## config.mk

```make
export PLATFORM = sky130hd
export DESIGN_NAME = cache_perf_counter
export DESIGN_NICKNAME = d
export VERILOG_FILES = /design/src/rtl/cache_perf_counter.sv
export SDC_FILE = /design/constraint.sdc
export NUM_CORES = 1
export LEC_CHECK = 0
export BUFFER_PORTS_ARGS = -buffer_cell sky130_fd_sc_hd__buf_4
export CORE_MARGIN = 3
export CORE_UTILIZATION = 58
export CTS_BUF_LIST = sky130_fd_sc_hd__clkbuf_2 sky130_fd_sc_hd__clkbuf_4 sky130_fd_sc_hd__clkbuf_8
export DETAILED_ROUTE_END_ITERATION = 10
export PLACE_DENSITY = 0.87
export RECOVER_POWER = 25
export REMOVE_ABC_BUFFERS = 1
export SYNTH_ARGS = -nofsm -noshare
export SYNTH_HDL_FRONTEND = slang
export SYNTH_SLANG_ARGS = --single-unit
```

## constraint.sdc

```tcl
create_clock -name clk -period 3.9 [get_ports clk]
set_clock_uncertainty 0.1 [all_clocks]
set_input_delay 0.78 -clock clk [delete_from_list [all_inputs] [get_ports clk]]
set_output_delay 0.78 -clock clk [all_outputs]
set_load 0.02 [all_outputs]
```

## src/rtl/cache_perf_counter.sv

```systemverilog
// Saturating event counter with synchronous clear; clear wins over increment.
module cache_perf_counter #(
  parameter int W = 16
) (
  input  logic         clk,
  input  logic         rst_n,
  input  logic         clr_i,
  input  logic         inc_i,
  output logic [W-1:0] cnt_o
);

  logic [W-1:0] cnt_q;
  logic [W-1:0] cnt_d;

  always_comb begin
    cnt_d = cnt_q;
    if (clr_i) begin
      cnt_d = '0;
    end else if (inc_i && (cnt_q != '1)) begin
      cnt_d = cnt_q + 1'b1;
    end
  end

  // NOTE: sequential state uses non-blocking assignments so every flop samples
  // pre-edge values regardless of block ordering.
  always_ff @(posedge clk) begin
    if (!rst_n) begin
      cnt_q <= '0;
    end else begin
      cnt_q <= cnt_d;
    end
  end

  assign cnt_o = cnt_q;

endmodule

```

* Yosys cells after proc, flatten, opt, wreduce, memory -nomap -nowiden
Index checks and enable logic that the tools add are counted.
Word-level totals: flip-flop bits (word level) 16, input bits 4, output and inout port bits 16, logic and storage cells 6
Cells by class: $add $sub $neg 1, eq/ne operators 1, bitwise gates (word level) 1, reduce and logical (&&, ||, !) cells 2
Operator list (count):
- adder 16 x 1 -> 16 bit (second input constant) | 1
- != test 16 bit (second input constant) | 1
- OR reduction 2 bit | 1
- logical AND 1 bit | 1
- NOT 1 bit | 1

* Depth between registers and ports, before layout
word-level depth 2, depth in mapped cells 5, depth with buffers taken out 5

* Least setup slack after synthesis
OpenSTA, ideal clock, no wires.
path type input port to flip-flop, start point input inc_i, end point register cnt_q[13] (netlist: cnt_o[13]), library setup time 0.071 ns, arrival 1.706 ns, data required time 3.729 ns, setup slack 2.024 ns, cell stages on the path 4, path buffers 0, cell sequence and4_2 nand3_4 or4_1 a21oi_1
On the way: longest elaborated chain between the ends 1
Ends and longest elaborated chain:
- from (decl) | RTL line 8 | input logic inc_i,
- logical AND 1 bit | RTL line 19 | end else if (inc_i && (cnt_q != '1)) begin
- to (signal assigned) | RTL line 30 | cnt_q <= cnt_d;
- to (decl) | RTL line 12 | logic [W-1:0] cnt_q;
No other way between the ends. A chain may end at the register's enable or synchronous reset.

* Final worst setup path
start point register cnt_q[14] (netlist: cnt_o[14]), end point register cnt_q[11] (netlist: cnt_o[11])
On the way: longest elaborated chain between the ends 2
Ends and longest elaborated chain (RTL line):
- != test 16 bit | 19
- logical AND 1 bit | 19
No other way between the ends.

==> key figures <==
Outcome
  – Status: complete, no violations

Final layout
  – Nets: approximately 120
  – Layout area overhead: 20.69%
  – Fin area: around 1000 um2
  – Diodes inserted: 0
  – Share of cells above drive strength 1: 0.2389
  – Largest register FFs: 16

Synthesis
  – EDFF count, synth: 0
  – Post-synth ARST share: 0
  – Seq cells post-synth: 16
  – Area contributors post-synth: dfxtp_1 37%, nand4_4 4.9%, nor2_1 4.3%, o41ai_4 3.2%, xor2_1 3.0%
  – Post-Syn Area: 864.6 um2
  – Ys flop type: dfxtp_1
  – Sequential-to-total area share from yosys stat: 0.3705
  – Largest area contributor in the netlist: dfxtp_1
  – Top-count cell post-synth: dfxtp_1
  – Yosys warns: 0
  – Cell count after synthesis: roughly 90
  – Synth cell count leaders: 16 x dfxtp_1, 10 x nor2_1, 5 x nand2_1
  – Avg Synthesized Cell Area: 9.501 um2
  – Distinct cells, synth: 38
  – Yosys top cell area share: 0.3705

Global routing
  – Initial antenna violation count: 0
  – All-Layer GR Usage: 0.2276
  – First-pass GRT wire length: 3.360 mm
  – Number of global-route vias before repair: 780
  – Largest net degree at the start of global routing: 12
  – Total gr overflow: 0

Worst setup path
  – Setup crit end kind: register
  – Worst Path Required: between 3 and 4 ns
  – Reg2reg setup slack: slightly below 2 ns
  – Critical R2R Launch: cnt_o[14]$_SDFFE_PP0P_
  – FF-to-FF path depth: 4
  – Critical path endpoint: cnt_o[11]$_SDFFE_PP0P_
  – FF-to-FF End: cnt_o[11]$_SDFFE_PP0P_
  – Critical path startpoint category: register
  – Worst-path maximum fanout: 8
  – WP data arrival: slightly above 2 ns
  – Critical path class: register to register
  – CP startpoint: cnt_o[14]$_SDFFE_PP0P_

Pwr
  – Sw frac: 0.2179
  – P_sw: between 0.06 and 0.07 mW
  – Leakage Power: 0.4333 nW
  – Worst VDD drop: between 200 and 250 uV
  – PD cells: between 200 and 300 nW/um2
  – Register share of total power: 0.569
  – Int Pwr: approximately 0.23 mW
  – Clock share of power: 0.388
  – Combinational Power Share: 0.043

Min path
  – Hold WC Path Type: register to register

Clock network
  – Post-CTS sizing: 0
  – CTS sink count: 16
  – Worst-path clk slew: ~0.090 ns
  – # Post-CTS Setup Buffers: 0
  – Hold buffer count at CTS: 0
  – TritonCTS Buffers: 3
  – TritonCTS clock tree: yes
  – Worst-skew pair later-pin latency: 0.29 ns
  – H-tree Lvls: 1
  – Clock Path Buffers: 2
  – Clk Tree Root Cell: clkbuf_4

Placement
  – Post-DP HPWL: around 1.4 mm
  – Placed Area: 1022 um2
  – Port Buffers: 19
  – GPL Wtd Cong: between 0.8 and 0.9

Timing
  – Unrepaired setup endpoints after global routing: false
  – Final Cycle Share: 0.5020
  – Slew headroom: 0.4708
  – Hold Slack: 0.4482 ns
  – Max Fclk: roughly 510 MHz
  – Pins Over Slew Limit: 0
  – Final-report hold violation count: 0
  – Setup TNS: 0 ns
  – Slew at the pin closest to its max-slew limit: just under 0.8 ns
  – Tmin final: ~2.0 ns
  – # setup viols final: 0

Route
  – Routed wire length: about 2.0 mm
  – DRT iter0 DRCs: 23
  – Routed wire length per instance: between 15 and 20 um
  – DR pass1 iterations: 4
  – Post-route ant nets: 0
  – DR DRC count: 0
  – Vias per cell: 6.344
  – Via count: 812

Floorplan
  – Ports: 20
  – DIE AREA: about 2000 um2
  – Core area: between 1000 and 1500 um2
  – Die Y: 44.61 um
  – Die W: roughly 45 um
  – Initial Util: 0.6404
  – FP Rows: 13

Run
  – Number of max-cap violations: 0
## how the worst min path moves through the flow
stage | start | to | slack, ns | cells past startpoint
floorplan | cnt_o[2]$_SDFFE_PP0P_ | cnt_o[2]$_SDFFE_PP0P_ | 0.49 | 2
global placement | cnt_o[5]$_SDFFE_PP0P_ | cnt_o[5]$_SDFFE_PP0P_ | 0.41 | 2
detailed placement | cnt_o[2]$_SDFFE_PP0P_ | cnt_o[2]$_SDFFE_PP0P_ | 0.42 | 2
CTS | cnt_o[2]$_SDFFE_PP0P_ | cnt_o[2]$_SDFFE_PP0P_ | 0.45 | 2
global route | cnt_o[2]$_SDFFE_PP0P_ | cnt_o[2]$_SDFFE_PP0P_ | 0.47 | 2
finish | cnt_o[2]$_SDFFE_PP0P_ | cnt_o[2]$_SDFFE_PP0P_ | 0.45 | 2
## metrics by stage
stage / total power, mW / cells / setup WS (ns) / util
after global placement: 0.1805 / 124 / 1.879 / 0.7572
after CTS: 0.2902 / 128 / 2.011 / 0.7841
final: 0.2897 / 128 / 1.942 / 0.7729
after floorplan: 0.1752 / 90 / 2.021 / -
after global routing: 0.3021 / 128 / 1.809 / 0.7729
after detailed placement: 0.1810 / 124 / 1.816 / 0.7572
## cell type report
cell class | count | area (um2)
Tap cell | 15 | 18.77
Inverter | 2 | 7.507
Fill cell | 97 | 306.5
Clock buffer | 4 | 36.28
Timing Repair Buffer | 19 | 142.6
Sequential cell | 16 | 320.3
Multi-Input combinational cell | 72 | 518.0
## kinds of logic (layout without fill, tap and decap cells)
| kind of cell | Yosys count | in the layout | synth area share |
|---|---|---|---|
| AO/OA/AOI/OAI | 22 | 22 | 0.2142 |
| XOR/XNOR | 4 | 4 | 0.04053 |
| adder cells (fa/ha/maj) | 1 | 1 | 0.01447 |
| buffers and inverters | 3 | 25 | 0.01302 |
| flip-flops | 16 | 16 | 0.3705 |
| multiplexers | 1 | 1 | 0.01158 |
| AND/OR/NAND/NOR | 44 | 44 | 0.3358 |
## layer usage
layer  vias up  share of wire  global-route usage
met5         -              0                   0
met4         0          0.018              0.1386
met3         7          0.063             0.07317
met2        29           0.45              0.3582
met1       376           0.47              0.2647
li1        400              -                   -
## cell usage in the layout, fill, tap and decap left out, drive strengths merged
cell type and count:
nor3b 1, o31ai 2, dfxtp 16, o2111ai 1
a41oi 1, a21oi 4, and2 3, buf 19
and4 3, o211a 1, and3 1, nor2b 1
nand2 5, xor2 3, or4 2, xnor2 1
nand2b 2, or3 2, o31a 1, clkbuf 4
nor2 10, nand3 5, ha 1, o311ai 3
o21a 1, mux2i 1, o41ai 3, o211ai 1
nand4 4, nor4 3, o21ai 4, nor3 2
inv 2
## power groups by stage
stage	Combinational, mW	Sequential [mW]	Clock (mW)
2_1_floorplan	0.00579	0.169	0
3_3_place_gp	0.0119	0.169	0
3_5_place_dp	0.0125	0.169	0
4_1_cts	0.0125	0.165	0.113
5_1_grt	0.0133	0.165	0.124
6_report	0.0125	0.165	0.113
## critical path: stages, from the launching register on
cell and delay, ns:
dfxtp_1 0.47, nand4_4 0.20, nor3_1 0.69, o311ai_0 0.27
o41ai_1 0.11
Power figures use the tool's default switching activity.
